--- src/rtl/seg7_pkg.sv ---
// seg7_pkg: shared seven-segment pattern constants, decode/encode helpers and scan FSM state type
// Patterns are abcdefg, active-low (0 = lit segment); bit indices refer to the 8-bit bus a..g,dp.
package seg7_pkg;
   localparam int SEG_A  = 7;
   localparam int SEG_B  = 6;
   localparam int SEG_C  = 5;
   localparam int SEG_D  = 4;
   localparam int SEG_E  = 3;
   localparam int SEG_F  = 2;
   localparam int SEG_G  = 1;
   localparam int SEG_DP = 0;
   localparam logic [6:0] SEG_0     = 7'b0000001;
   localparam logic [6:0] SEG_1     = 7'b1001111;
   localparam logic [6:0] SEG_2     = 7'b0010010;
   localparam logic [6:0] SEG_3     = 7'b0000110;
   localparam logic [6:0] SEG_4     = 7'b1001100;
   localparam logic [6:0] SEG_5     = 7'b0100100;
   localparam logic [6:0] SEG_6     = 7'b0100000;
   localparam logic [6:0] SEG_7     = 7'b0001111;
   localparam logic [6:0] SEG_8     = 7'b0000000;
   localparam logic [6:0] SEG_9     = 7'b0000100;
   localparam logic [6:0] SEG_BLANK = 7'b1111111;
   typedef enum logic [1:0] {BLANK, SETTLE, CAPTURED} scan_state_t;
   function automatic logic [3:0] seg7_decode(input logic [6:0] p);
      case (p)
         SEG_0:   return 4'd0;
         SEG_1:   return 4'd1;
         SEG_2:   return 4'd2;
         SEG_3:   return 4'd3;
         SEG_4:   return 4'd4;
         SEG_5:   return 4'd5;
         SEG_6:   return 4'd6;
         SEG_7:   return 4'd7;
         SEG_8:   return 4'd8;
         SEG_9:   return 4'd9;
         default: return 4'hF;
      endcase
   endfunction
   function automatic logic [6:0] seg7_encode(input logic [3:0] d);
      case (d)
         4'd0:    return SEG_0;
         4'd1:    return SEG_1;
         4'd2:    return SEG_2;
         4'd3:    return SEG_3;
         4'd4:    return SEG_4;
         4'd5:    return SEG_5;
         4'd6:    return SEG_6;
         4'd7:    return SEG_7;
         4'd8:    return SEG_8;
         4'd9:    return SEG_9;
         default: return SEG_BLANK;
      endcase
   endfunction
endpackage

--- src/rtl/seg_sync_stable.sv ---
// seg_sync_stable: 2-flop synchronizer for the display bus plus a stability filter
// Ports: clk, rst (sync, active-low); seg_in/anode_in raw bus; anode_s synchronized anodes;
// smp_seg/smp_anode the held sample; accept pulses in the cycle the sample has been stable
// for STABLE_CYCLES consecutive samples on exactly one low anode.
module seg_sync_stable
   import seg7_pkg::*;
#(
   parameter int N_DIG         = 4,
   parameter int STABLE_CYCLES = 16
) (
   input  logic             clk,
   input  logic             rst,
   input  logic [7:0]       seg_in,
   input  logic [N_DIG-1:0] anode_in,
   output logic [N_DIG-1:0] anode_s,
   output logic [7:0]       smp_seg,
   output logic [N_DIG-1:0] smp_anode,
   output logic             accept
);
   localparam int CW = $clog2(STABLE_CYCLES + 1);
   localparam int SW = 8 + N_DIG;
   logic [SW-1:0] m1, m2, smp, smp_n;
   logic [CW-1:0] cnt, cnt_n;
   scan_state_t   state, state_n;
   logic          same, one;
   assign anode_s              = m2[SW-1:8];
   assign {smp_anode, smp_seg} = smp;
   assign same                 = m2 == smp;
   assign one                  = $onehot(~m2[SW-1:8]);
   always_ff @(posedge clk)
      if (!rst) begin
         m1    <= '1;
         m2    <= '1;
         smp   <= '1;
         cnt   <= '0;
         state <= BLANK;
      end else begin
         m1    <= {anode_in, seg_in};
         m2    <= m1;
         smp   <= smp_n;
         cnt   <= cnt_n;
         state <= state_n;
      end
   always_comb begin
      state_n = state;
      smp_n   = smp;
      cnt_n   = cnt;
      accept  = 1'b0;
      if (state == BLANK) begin
         smp_n   = m2;
         cnt_n   = one ? CW'(1) : '0;
         state_n = one ? SETTLE : BLANK;
      end else if (!same) begin
         smp_n   = m2;
         cnt_n   = CW'(1);
         state_n = one ? SETTLE : BLANK;
      end else if (state == SETTLE) begin
         cnt_n = (cnt == CW'(STABLE_CYCLES)) ? cnt : cnt + CW'(1);
         if (cnt_n == CW'(STABLE_CYCLES)) begin
            state_n = CAPTURED;
            accept  = 1'b1;
         end
      end
   end
endmodule

--- src/rtl/seg_scan_decoder.sv ---
// seg_scan_decoder: recovers BCD digits from a multiplexed common-anode seven-segment bus
// Ports: clk, rst (sync, active-low); seg_in (a..g,dp active-low); anode_in (active-low);
// digits (BCD, digit i at [4i+3:4i]); dp; valid; err_pat (sticky); err_anode (sticky);
// upd (pulse on any digit write); frame_done (pulse once every digit was captured).
module seg_scan_decoder
   import seg7_pkg::*;
#(
   parameter int N_DIG          = 4,
   parameter int STABLE_CYCLES  = 16,
   parameter int TIMEOUT_CYCLES = 1048576
) (
   input  logic               clk,
   input  logic               rst,
   input  logic [7:0]         seg_in,
   input  logic [N_DIG-1:0]   anode_in,
   output logic [4*N_DIG-1:0] digits,
   output logic [N_DIG-1:0]   dp,
   output logic [N_DIG-1:0]   valid,
   output logic [N_DIG-1:0]   err_pat,
   output logic               err_anode,
   output logic               upd,
   output logic               frame_done
);
   localparam int IW = N_DIG > 1 ? $clog2(N_DIG) : 1;
   localparam int CW = $clog2(STABLE_CYCLES + 1);
   localparam int TW = $clog2(TIMEOUT_CYCLES + 1);
   logic [N_DIG-1:0] anode_s, smp_anode, hit, mask;
   logic [7:0]       smp_seg;
   logic             accept, multi;
   logic [IW-1:0]    idx;
   logic [3:0]       code;
   logic [CW-1:0]    mcnt;
   logic [TW-1:0]    tcnt [N_DIG];
   seg_sync_stable #(.N_DIG(N_DIG), .STABLE_CYCLES(STABLE_CYCLES)) u_sync (
      .clk       (clk),
      .rst       (rst),
      .seg_in    (seg_in),
      .anode_in  (anode_in),
      .anode_s   (anode_s),
      .smp_seg   (smp_seg),
      .smp_anode (smp_anode),
      .accept    (accept)
   );
   // Lowest low anode wins; only meaningful when accept guarantees a one-hot-low sample.
   always_comb begin
      idx = '0;
      for (int i = N_DIG - 1; i >= 0; i--)
         if (!smp_anode[i]) idx = IW'(i);
   end
   assign code  = seg7_decode(smp_seg[SEG_A:SEG_G]);
   assign hit   = accept ? (N_DIG'(1) << idx) : '0;
   assign multi = $countones(~anode_s) > 1;
   always_ff @(posedge clk)
      if (!rst) begin
         digits     <= '1;
         dp         <= '0;
         valid      <= '0;
         err_pat    <= '0;
         err_anode  <= 1'b0;
         upd        <= 1'b0;
         frame_done <= 1'b0;
         mcnt       <= '0;
         mask       <= '0;
         for (int i = 0; i < N_DIG; i++) tcnt[i] <= '0;
      end else begin
         upd        <= accept;
         frame_done <= &mask;
         // A full mask is cleared as frame_done fires; a same-cycle capture re-seeds it.
         mask       <= ((&mask) ? '0 : mask) | hit;
         mcnt       <= multi ? ((mcnt == CW'(STABLE_CYCLES)) ? mcnt : mcnt + CW'(1)) : '0;
         if (multi && mcnt == CW'(STABLE_CYCLES - 1)) err_anode <= 1'b1;
         for (int i = 0; i < N_DIG; i++)
            if (hit[i]) begin
               digits[4*i +: 4] <= code;
               dp[i]            <= ~smp_seg[SEG_DP];
               valid[i]         <= code != 4'hF;
               err_pat[i]       <= err_pat[i] | (code == 4'hF);
               tcnt[i]          <= '0;
            end else if (tcnt[i] != TW'(TIMEOUT_CYCLES)) begin
               tcnt[i] <= tcnt[i] + TW'(1);
               if (tcnt[i] == TW'(TIMEOUT_CYCLES - 1)) valid[i] <= 1'b0;
            end
      end
endmodule

--- config.mk ---
export PLATFORM = sky130hd
export DESIGN_NAME = seg_scan_decoder
export DESIGN_NICKNAME = d
export VERILOG_FILES = /design/src/rtl/seg7_pkg.sv /design/src/rtl/seg_sync_stable.sv /design/src/rtl/seg_scan_decoder.sv
export SDC_FILE = /design/constraint.sdc
export NUM_CORES = 1
export LEC_CHECK = 0
export BUFFER_PORTS_ARGS = -buffer_cell sky130_fd_sc_hd__clkbuf_2
export CORE_UTILIZATION = 51
export CTS_CLUSTER_DIAMETER = 120
export CTS_CLUSTER_SIZE = 10
export DETAILED_ROUTE_END_ITERATION = 7
export GPL_TIMING_DRIVEN = 0
export HOLD_SLACK_MARGIN = 0.02
export MAX_ROUTING_LAYER = met4
export PLACE_DENSITY = 0.69
export SYNTH_ARGS = -nofsm -noshare
export SYNTH_HDL_FRONTEND = slang
export SYNTH_SLANG_ARGS = --single-unit
--- constraint.sdc ---
create_clock -name clk -period 3.4 [get_ports clk]
set_clock_uncertainty 0.1 [all_clocks]
set_input_delay 0.51 -clock clk [delete_from_list [all_inputs] [get_ports clk]]
set_output_delay 0.51 -clock clk [all_outputs]
set_load 0.01 [all_outputs]
==> results of run 1 <==
state kept, by name, indices dropped and copies added (netlist names):
register / count
upd: 1
err_pat: 4
digits: 16
err_anode: 1
u_sync.m2: 12
tcnt: 84
mask: 4
u_sync.smp: 12
valid: 4
u_sync.cnt: 5
mcnt: 5
dp: 4
u_sync.m1: 12
frame_done: 1
u_sync.state: 2
repair_timing:
| item | CTS | global route |
|---|---|---|
| hold buffers | 0 | 0 |
| setup endpoints to repair | 31 | 42 |
| endpoints found under the hold margin | 0 | 0 |
| resized for setup | 2 | 2 |
worst register-to-register path, cell delays in order, from the launching register on:
cell,delay (ns)
dfxtp_1,0.45
inv_1,0.10
ha_1,0.32
or3b_1,0.34
buf_2,0.17
a21oi_1,0.13
o21ai_1,0.14
or3_1,0.33
clkbuf_1,0.21
nand3_2,0.43
power groups by stage:
stage	clock, mW	combinational, mW	sequential [mW]
finish	1.84	0.183	2.16
global placement	0	0.173	2.20
floorplan	0	0.134	2.20
CTS	1.88	0.183	2.16
global route	1.96	0.206	2.17
detailed placement	0	0.182	2.20
layer usage:
metal | part of all wire, % | GRT usage (%) | vias up
li1 | - | - | 2915
met1 | 49 | 27.24 | 2743
met2 | 46 | 32.34 | 133
met3 | 4.1 | 5.193 | 16
met4 | 1.2 | 6.162 | 0
met5 | 0 | - | -
per-stage QoR:
step	hold WS [ns]	util (%)	worst slack (ns)
final	0.1611	59.50	0.3208
after global routing	0.1481	59.50	0.1225
after CTS	0.1491	59.43	0.008338
after detailed placement	0.2946	55.65	0.001982
after global placement	0.2919	55.65	0.1036
after floorplan	0.2863	-	0.4074
worst min path at each step:
stage                          to  slack, ns  depth (start not counted)
floorplan            u_sync.m2[0]       0.29                          1
global placement     u_sync.m2[0]       0.29                          1
detailed placement  u_sync.m2[10]       0.29                          1
CTS                  u_sync.m1[5]       0.15                          2
global route         u_sync.m1[5]       0.15                          2
finish               u_sync.m1[7]       0.16                          2
area by class of cell:
cell class	instances	area, um2
Multi-Input combinational cell	573	3601
Inverter	23	86.33
Timing Repair Buffer	44	220.2
Fill cell	1286	6180
Clock buffer	22	476.7
Sequential cell	167	4184
Tap cell	211	264.0
Clock inverter	10	91.34
Buffer	32	155.1
cell families after synthesis:
kind of cell,Yosys count
flops,167
fa+ha+maj,18
buf+inv,55
mux,25
xor+xnor,92
simple gates,387
compound gates,51
cells in the final DEF (no fill, tap or decap), types with 18 or more instances in the layout:
cell type | netlist | layout
nor2_1 | 118 | 118
edfxtp_1 | 84 | 84
dfxtp_1 | 83 | 83
nand2_1 | 64 | 64
xor2_1 | 46 | 46
nand3_1 | 49 | 45
xnor2_1 | 45 | 45
clkbuf_2 | 0 | 45
nand2b_1 | 36 | 36
nor3_1 | 26 | 26
mux2i_1 | 25 | 25
inv_1 | 22 | 22
nand4_1 | 21 | 21
clkbuf_16 | 0 | 18
==> results_dict.tcl, run 1 <==
set metrics [dict create \
    place_inst 1050 \
    p_clk_share_pct 44.0 \
    hold_class "input pin to register" \
    cp-start-kind "register" \
    synth_xor_area_share_pct 10.16 \
    die_y_um 127.3 \
    yosys.area.top_type "edfxtp_1" \
    synth_mux_area_share_pct 3.125 \
    wl_um 15880 \
    period_share_pct 90.56 \
    gp_congestion 0.8742 \
    yosysTopAreaCellShare_pct 31.50 \
    seqPwrFrac_pct 51.6 \
    post-route-drc-count 0 \
    worstSetupPathDepth 9 \
    rsz0062_at_grt "false" \
    avgSynthCellArea_um2 10.07 \
    worstMarginPinSlew_ns 0.9008 \
    sw_frac_of_total_pct 21.57 \
    detail-route-antenna-nets 0 \
    ys_types 52 \
    start_util_pct 52.47 \
    crit_path_cell_trace "inv_1 -> ha_1 -> or3b_1 -> buf_2 -> a21oi_1 -> o21ai_1 -> or3_1 -> clkbuf_1 -> nand3_2" \
    die_area_mm2 0.01620 \
    synth-simple-area-share_pct 24.35 \
    setup_viol 0 \
    p_int_mw 3.282 \
    placementRows 45 \
    ys_ff_latch 167 \
    tritoncts "built" \
    outcome "finished clean" \
    syn_area_mm2 0.008006 \
    drtIter0Drc 420 \
    drv_cap 0 \
    synth_compound_area_share_pct 4.094 \
    synth.top_cells.by_area "edfxtp_1 32%, dfxtp_1 21%, nor2_1 5.5%" \
    drt_pass1_iterations 5 \
    cp-endpoint "tcnt[0][9]" \
    synthAdderAreaFrac_pct 3.000 \
    maxSlewHeadroom_pct 39.10 \
    synth_top_family_by_area "simple AND/OR/NAND/NOR gates" \
    instances_no_fill 1082 \
    syn_inst 795 \
    avgViaCountPerCell 5.367 \
    slew_violations 0 \
    startpoint "u_sync.cnt[0]" \
    clk_pin_slew_ns 0.06 \
    final_nets 890 \
    vias 5807 \
    grt_max_degree 22 \
    critPathRequiredTime_ns 3.36 \
    clk_latency_ns 0.43 \
    grt_pass1_wl_um 26070 \
    antenna_found_initial 0 \
    ff2ff_path_depth 9 \
    synthToLayoutAreaGrowth_pct 13.39 \
    htreeDepth 4 \
    syn-num-nets 827 \
    regToRegStartpoint "u_sync.cnt[0]" \
    dpl_cell_area_mm2 0.008491 \
    design_area_mm2 0.009079 \
    r2r_setup_slack_ns 0.32 \
    crit_path_max_incr_delay_ns 0.45 \
    synth-seq-area-share_pct 52.26 \
    crit_arrival_ns 3.04 \
    io_pins 45 \
    synth-async-reset-ratio_pct 0 \
    p_per_area_mw_per_mm2 461.0 \
    p_leak_nw 3.555 \
    io_buffer_count 44 \
    cp_slowest_cell "dfxtp_1" \
    vdd_ir_drop_max_uv 419.2 \
    cts-root-to-sink-buffers 2 \
    hold_violations 0 \
    period_minus_slack_ns 3.079 \
    coreArea_mm2 0.01526 \
    worst-path-buf-inv 3 \
    yosysMostFrequentCell "nor2_1" \
    hold_start "seg_in[7]" \
    grt_pass1_vias 5534 \
    worstSetupPathType "register to register" \
    cts_post_setup_buffers_inserted 0 \
    synth-main-ff-cell "edfxtp_1" \
    yosys_warnings 0 \
    cts_made_buffers 17 \
    switching_power_uw 902.9 \
    drive_gt1_share_pct 11.83 \
    fp.dieW_um 127.3 \
    synth_edf_count 84 \
    power_mw 4.185 \
    drt-wirelength-per-cell_um 14.67 \
    place_hpwl_um 11300 \
    grt_overflow 0 \
    yosys-top-cells-count "118 x nor2_1, 84 x edfxtp_1, 83 x dfxtp_1" \
    fmax_mhz 324.8 \
    r2r_end "tcnt[0][9]" \
    cts.sinks 167 \
    gr-usage-all-layers_pct 20.92 \
    cp-end-kind "register" \
    cts_root_buf "clkbuf_16" \
    combPwrFrac_pct 4.4 \
    cp_top_family "simple AND/OR/NAND/NOR gates" \
    diodes 0 \
    worstPathMaxFanout 21 \
    tns_ns 0 \
]
Power figures use the tool's default switching activity.
==> inputs of run 2 (changes only) <==
- PLACE_DENSITY: 0.69 -> 0.68
- SYNTH_HIERARCHICAL: default -> 1
==> results_dict.tcl, run 2 <==
set metrics [dict create \
    p_clk_share_pct 44.7 \
    cp-end-kind "register" \
    start_util_pct 52.91 \
    wl_um 17270 \
    cp_slowest_cell "nor3b_1" \
    cts.sinks 167 \
    yosys.area.top_type "edfxtp_1" \
    placementRows 45 \
    die_area_mm2 0.01652 \
    r2r_end "tcnt[2][19]" \
    io_buffer_count 44 \
    worstMarginPinSlew_ns 0.9826 \
    regMostFlops "tcnt" \
    syn_inst 825 \
    gr-usage-all-layers_pct 22.90 \
    p_leak_nw 3.444 \
    p_per_area_mw_per_mm2 457.0 \
    combPwrFrac_pct 4.0 \
    worstPathMaxFanout 21 \
    startpoint "u_sync/cnt[0]" \
    ys_types 65 \
    cts_post_setup_buffers_inserted 0 \
    yosys_warnings 6 \
    clk_latency_ns 0.43 \
    period_share_pct 97.54 \
    ys_ff_latch 167 \
    hold_violations 0 \
    setup_viol 0 \
    setup_slack_ns 0.08366 \
    diodes 0 \
    fin_hold_ws_ns 0.1545 \
    cts_made_buffers 17 \
    place_hpwl_um 12140 \
    hold_start "seg_in[3]" \
    largest_reg_flops 84 \
    grt_pass1_vias 5998 \
    yosysMostFrequentCell "edfxtp_1" \
    tritoncts "built" \
    cp-start-kind "register" \
    drtIter0Drc 358 \
    vdd_ir_drop_max_uv 383.5 \
    die_y_um 128.5 \
    whs_path_depth 2 \
    cts-root-to-sink-buffers 2 \
    syn_area_mm2 0.008163 \
    hold_buffers 0 \
    vias 6289 \
    ff2ff_path_depth 9 \
    antenna_found_initial 0 \
    nFillCells 1323 \
    outcome "finished clean" \
    avgViaCountPerCell 5.656 \
    detail-route-antenna-nets 0 \
    synth-main-ff-cell "edfxtp_1" \
    yosysTopAreaCellShare_pct 30.90 \
    crit_path_max_incr_delay_ns 0.74 \
    grt_pass1_wl_um 28910 \
    seqPwrFrac_pct 51.3 \
    regToRegStartpoint "u_sync/cnt[0]" \
    reg_top3 "tcnt x84, digits x16" \
    yosys-top-cells-count "84 x edfxtp_1, 83 x dfxtp_1, 80 x nor2_1" \
    synth.top_cells.by_area "edfxtp_1 31%, dfxtp_1 20%, xnor2_1 4.8%" \
    min_to "u_sync/m1[3]" \
    post-route-drc-count 0 \
    tns_ns 0 \
    drive_gt1_share_pct 11.21 \
    drt-wirelength-per-cell_um 15.53 \
    synth-async-reset-ratio_pct 0 \
    grt_overflow 0 \
    sw_frac_of_total_pct 21.70 \
    p_int_mw 3.313 \
    worstSetupPathType "register to register" \
    io_pins 45 \
    switching_power_uw 918.0 \
    fp.dieW_um 128.5 \
    grt_max_degree 22 \
    synthToLayoutAreaGrowth_pct 13.41 \
    synth-seq-area-share_pct 51.26 \
    period_minus_slack_ns 3.316 \
    gp_congestion 0.8911 \
    final_cell_mix "84 x edfxtp_1, 83 x dfxtp_1, 80 x nor2_1" \
    fmax_mhz 301.5 \
    crit_path_cell_trace "inv_1 -> ha_1 -> nor4bb_4 -> mux2_4 -> o211a_1 -> and3_2 -> nand2_1 -> nor3b_1 -> or4_4" \
    cts_root_buf "clkbuf_16" \
    r2r_setup_slack_ns 0.08 \
    rsz0062_at_grt "true" \
    avgSynthCellArea_um2 9.894 \
    critPathRequiredTime_ns 3.41 \
    clk_pin_slew_ns 0.06 \
    maxSlewHeadroom_pct 33.57 \
    synth_edf_count 84 \
    drv_cap 0 \
    slew_violations 0 \
    hold_class "input pin to register" \
    drt_pass1_iterations 5 \
    final_common_cell "edfxtp_1" \
    crit_arrival_ns 3.33 \
    post-place-ws_ns -0.5262 \
    coreArea_mm2 0.01543 \
    final_nets 919 \
    syn-num-nets 856 \
    htreeDepth 4 \
]
run 2: power groups by stage:
stage	clock network [mW]	logic, mW	registers, mW
6_report	1.89	0.171	2.17
5_1_grt	2.00	0.195	2.17
4_1_cts	1.91	0.169	2.17
3_5_place_dp	0	0.166	2.21
3_3_place_gp	0	0.160	2.21
2_1_floorplan	0	0.123	2.20
run 2: metrics by stage:
step	util, %	power [mW]	cell area, um2	cells
after global placement	56.05	2.370	8647	1080
after detailed placement	56.05	2.379	8647	1080
after floorplan	-	2.326	8163	825
after CTS	59.90	4.247	9241	1112
after global routing	60.01	4.365	9258	1112
final	60.01	4.231	9258	1112
run 2: how the worst max path moves through the flow:
| stage | to | slack (ns) | cells after the start |
|---|---|---|---|
| after global placement | tcnt[2][5] | -0.47 | 7 |
| after CTS | tcnt[3][10] | 0.01 | 10 |
| after detailed placement | tcnt[2][7] | -0.53 | 7 |
| after global routing | tcnt[2][19] | -0.1 | 9 |
| final | tcnt[2][19] | 0.08 | 9 |
| after floorplan | tcnt[2][0] | 0.32 | 9 |
run 2: metal layers:
metal  wire length (um)  track usage [%]
met3                758            5.572
met2               8334            37.11
met4                380            8.028
met1               7795            27.87
met5                  0                -
run 2: worst max-delay path: cells and delay by family, from the launching register on:
family | cells | cell delay [ns]
DFF | 1 | 0.45
and+or+nand+nor | 5 | 1.73
buffers and inverters | 1 | 0.10
AOI/OAI and AO/OA | 1 | 0.16
muxes | 1 | 0.22
adders and majority gates | 1 | 0.24
run 2: kinds of logic after synthesis:
| family | count (synthesis) | share of synthesized area, % |
|---|---|---|
| multiplexers | 3 | 0.4445 |
| AND/OR/NAND/NOR | 377 | 25.52 |
| flip-flops | 167 | 51.26 |
| buffers and inverters | 70 | 3.464 |
| AO/OA/AOI/OAI | 126 | 9.550 |
| adder cells (fa/ha/maj) | 17 | 2.790 |
| XOR/XNOR | 65 | 6.974 |
run 2: final cells by class:
cell class	count	area, um2	share of cell area, %
flip-flops and latches	167	4184	45.20
inverters	38	142.6	1.541
clock buffers	27	546.8	5.906
repair buffers	44	220.2	2.379
clock inverters	5	33.78	0.3649
well taps	211	264.0	2.852
multi-input cells	588	3719	40.17
plain buffers	32	147.6	1.595
run 2: timing repair:
| action | CTS | global route |
|---|---|---|
| pin swaps | 0 | 1 |
| resized for setup | 4 | 10 |
| endpoints found under the setup margin | 95 | 144 |
| cloned | 0 | 0 |
==> inputs of run 3 (changes only) <==
- ABC_AREA: default -> 1
- CTS_CLUSTER_SIZE: 10 -> 8
==> results_dict.tcl, run 3 <==
set metrics [dict create \
    switching_power_uw 950.4 \
    drt-wirelength-per-cell_um 12.67 \
    grt_pass1_wl_um 31280 \
    p_per_area_mw_per_mm2 407.4 \
    syn_inst 1163 \
    tritoncts "built" \
    cts.sinks 167 \
    instances_no_fill 1466 \
    synth_edf_count 84 \
    grt_overflow 0 \
    gp_congestion 0.9063 \
    crit_arrival_ns 2.75 \
    setup_viol 0 \
    clk_latency_ns 0.42 \
    regArea_mm2 0.004184 \
    fmax_mhz 345.4 \
    worstSetupPathType "register to register" \
    vdd_ir_drop_max_uv 318.8 \
    p_clk_share_pct 43.4 \
    grt_max_degree 22 \
    met3_usage_pct 3.143 \
    hold_class "input pin to register" \
    yosys_warnings 6 \
    io_buffer_count 44 \
    synth-async-reset-ratio_pct 0 \
    yosys-top-cells-count "268 x nand2_1, 154 x inv_1, 133 x nor2_1" \
    htreeDepth 4 \
    cts-root-to-sink-buffers 2 \
    avgViaCountPerCell 4.958 \
    crit_path_max_incr_delay_ns 0.58 \
    syn_area_mm2 0.009095 \
    yosysMostFrequentCell "nand2_1" \
    final_cell_mix "268 x nand2_1, 154 x inv_1, 133 x nor2_1" \
    drv_cap 0 \
    final_common_cell "nand2_1" \
    drtIter0Drc 395 \
    grt_use_met2_pct 34.35 \
    cp-end-kind "register" \
    start_util_pct 52.40 \
    final_nets 1259 \
    synth-main-ff-cell "edfxtp_1" \
    ys_types 42 \
    die_area_mm2 0.01837 \
    clk_pin_slew_ns 0.06 \
    gr-usage-all-layers_pct 22.22 \
    drt_pass1_iterations 5 \
    p_int_mw 3.188 \
    synthToLayoutAreaGrowth_pct 11.68 \
    yosysTopAreaCellShare_pct 27.73 \
    cts_resized 0 \
    post-route-drc-count 0 \
    hold_violations 0 \
    p_leak_nw 4.160 \
    worstMarginPinSlew_ns 0.6806 \
    wl_um 18580 \
    syn-num-nets 1194 \
    synth.top_cells.by_area "edfxtp_1 28%, dfxtp_1 18%, nand2_1 11%" \
    coreArea_mm2 0.01736 \
    die_y_um 135.5 \
    final_util_pct 58.52 \
    largest_reg_flops 84 \
    top_usage_layer "met2" \
    rsz0062_at_grt "false" \
    placementRows 48 \
    power_mw 4.138 \
    avgSynthCellArea_um2 7.820 \
    grtUsageMet1_pct 30.35 \
    cp_slowest_cell "nand4_1" \
    io_pins 45 \
    cts_root_buf "clkbuf_16" \
    slew_violations 0 \
    maxSlewHeadroom_pct 54.15 \
    detail-route-antenna-nets 0 \
    regMostFlops "tcnt" \
    place_hpwl_um 13790 \
    cp-start-kind "register" \
    synth-seq-area-share_pct 46.00 \
    diodes 0 \
    worstPathMaxFanout 11 \
    combPwrFrac_pct 4.3 \
    crit_path_cell_trace "inv_1 -> ha_1 -> nand3_1 -> xor2_1 -> nor3_1 -> nand2_1 -> inv_1 -> nand2_2 -> nor2_4 -> nor2_4 -> nand4_1" \
    seqPwrFrac_pct 52.2 \
    reg_top3 "tcnt x84, digits x16" \
    tns_ns 0 \
    period_share_pct 85.15 \
    ys_ff_latch 167 \
    sw_frac_of_total_pct 22.97 \
    multi_input_area_mm2 0.004130 \
    place_inst 1432 \
    period_minus_slack_ns 2.895 \
    vias 7268 \
    fp.dieW_um 135.5 \
    grt_pass1_vias 6726 \
    nFillCells 1602 \
    antenna_found_initial 0 \
    yosys.area.top_type "edfxtp_1" \
    critPathRequiredTime_ns 3.25 \
    drive_gt1_share_pct 17.00 \
    outcome "finished clean" \
    cts_made_buffers 17 \
]
==> run 3: area by class of cell <==
class,instances,area share (%)
plain buffers,21,1.269
flip-flops and latches,167,41.19
repair buffers,44,2.168
clock buffers,20,4.509
multi-input cells,800,40.66
inverters,177,6.541
well taps,225,2.772
clock inverters,12,0.8869
==> run 3: worst paths after layout <==
path | startpoint | end | slack (ns) | depth (start not counted)
hold reg to reg | u_sync/m1[6] | u_sync/m2[6] | 0.31 | 1
hold / removal | seg_in[3] | u_sync/m1[3] | 0.17 | 2
setup / recovery | u_sync/cnt[0] | tcnt[2][18] | 0.50 | 11
setup reg to reg | u_sync/cnt[0] | tcnt[2][18] | 0.50 | 11
==> run 3: cell families (layout without fill, tap and decap cells) <==
group                      count (synthesis)  count (layout)  synth area share [%]
AOI/OAI and AO/OA                         84              84                 5.021
xor gates and xnor gates                  28              28                 2.696
adders and majority gates                 17              17                 2.504
buffers and inverters                    198             274                 8.722
DFF                                      167             167                 46.00
and+or+nand+nor                          669             671                 35.05
==> run 3: power groups by stage <==
stage | Sequential [mW] | Combinational, mW | Clock (mW)
finish | 2.16 | 0.180 | 1.80
global route | 2.17 | 0.208 | 1.91
CTS | 2.16 | 0.182 | 1.83
detailed placement | 2.21 | 0.180 | 0
global placement | 2.21 | 0.178 | 0
floorplan | 2.20 | 0.138 | 0
==> run 3: repair_timing <==
action,in CTS,in global routing
hold buffers,0,0
gates cloned,1,1
pin swaps,1,0
setup endpoints to repair,21,21
setup buffers,0,0
==> run 3: routing by layer <==
metal  part of all wire [%]  vias to the layer above
li1                       -                     3875
met1                     50                     3249
met2                     46                      134
met3                    3.1                       10
met4                   0.60                        0
met5                      0                        -
==> run 3: worst max-delay path, delay by kind of cell (launching register included) <==
family | cells | cell delay, ns
xor+xnor | 1 | 0.20
flops | 1 | 0.40
simple gates | 7 | 1.30
buf+inv | 2 | 0.23
fa+ha+maj | 1 | 0.20
==> run 3: per-stage QoR <==
stage | instance area (um2) | setup slack, ns | hold WS (ns)
after floorplan | 9095 | 0.7058 | 0.2925
after global placement | 9597 | 0.03568 | 0.2934
after CTS | 10150 | 0.02854 | 0.1564
final | 10160 | 0.5050 | 0.1710
after global routing | 10160 | 0.2091 | 0.1548
after detailed placement | 9597 | -0.02354 | 0.2978
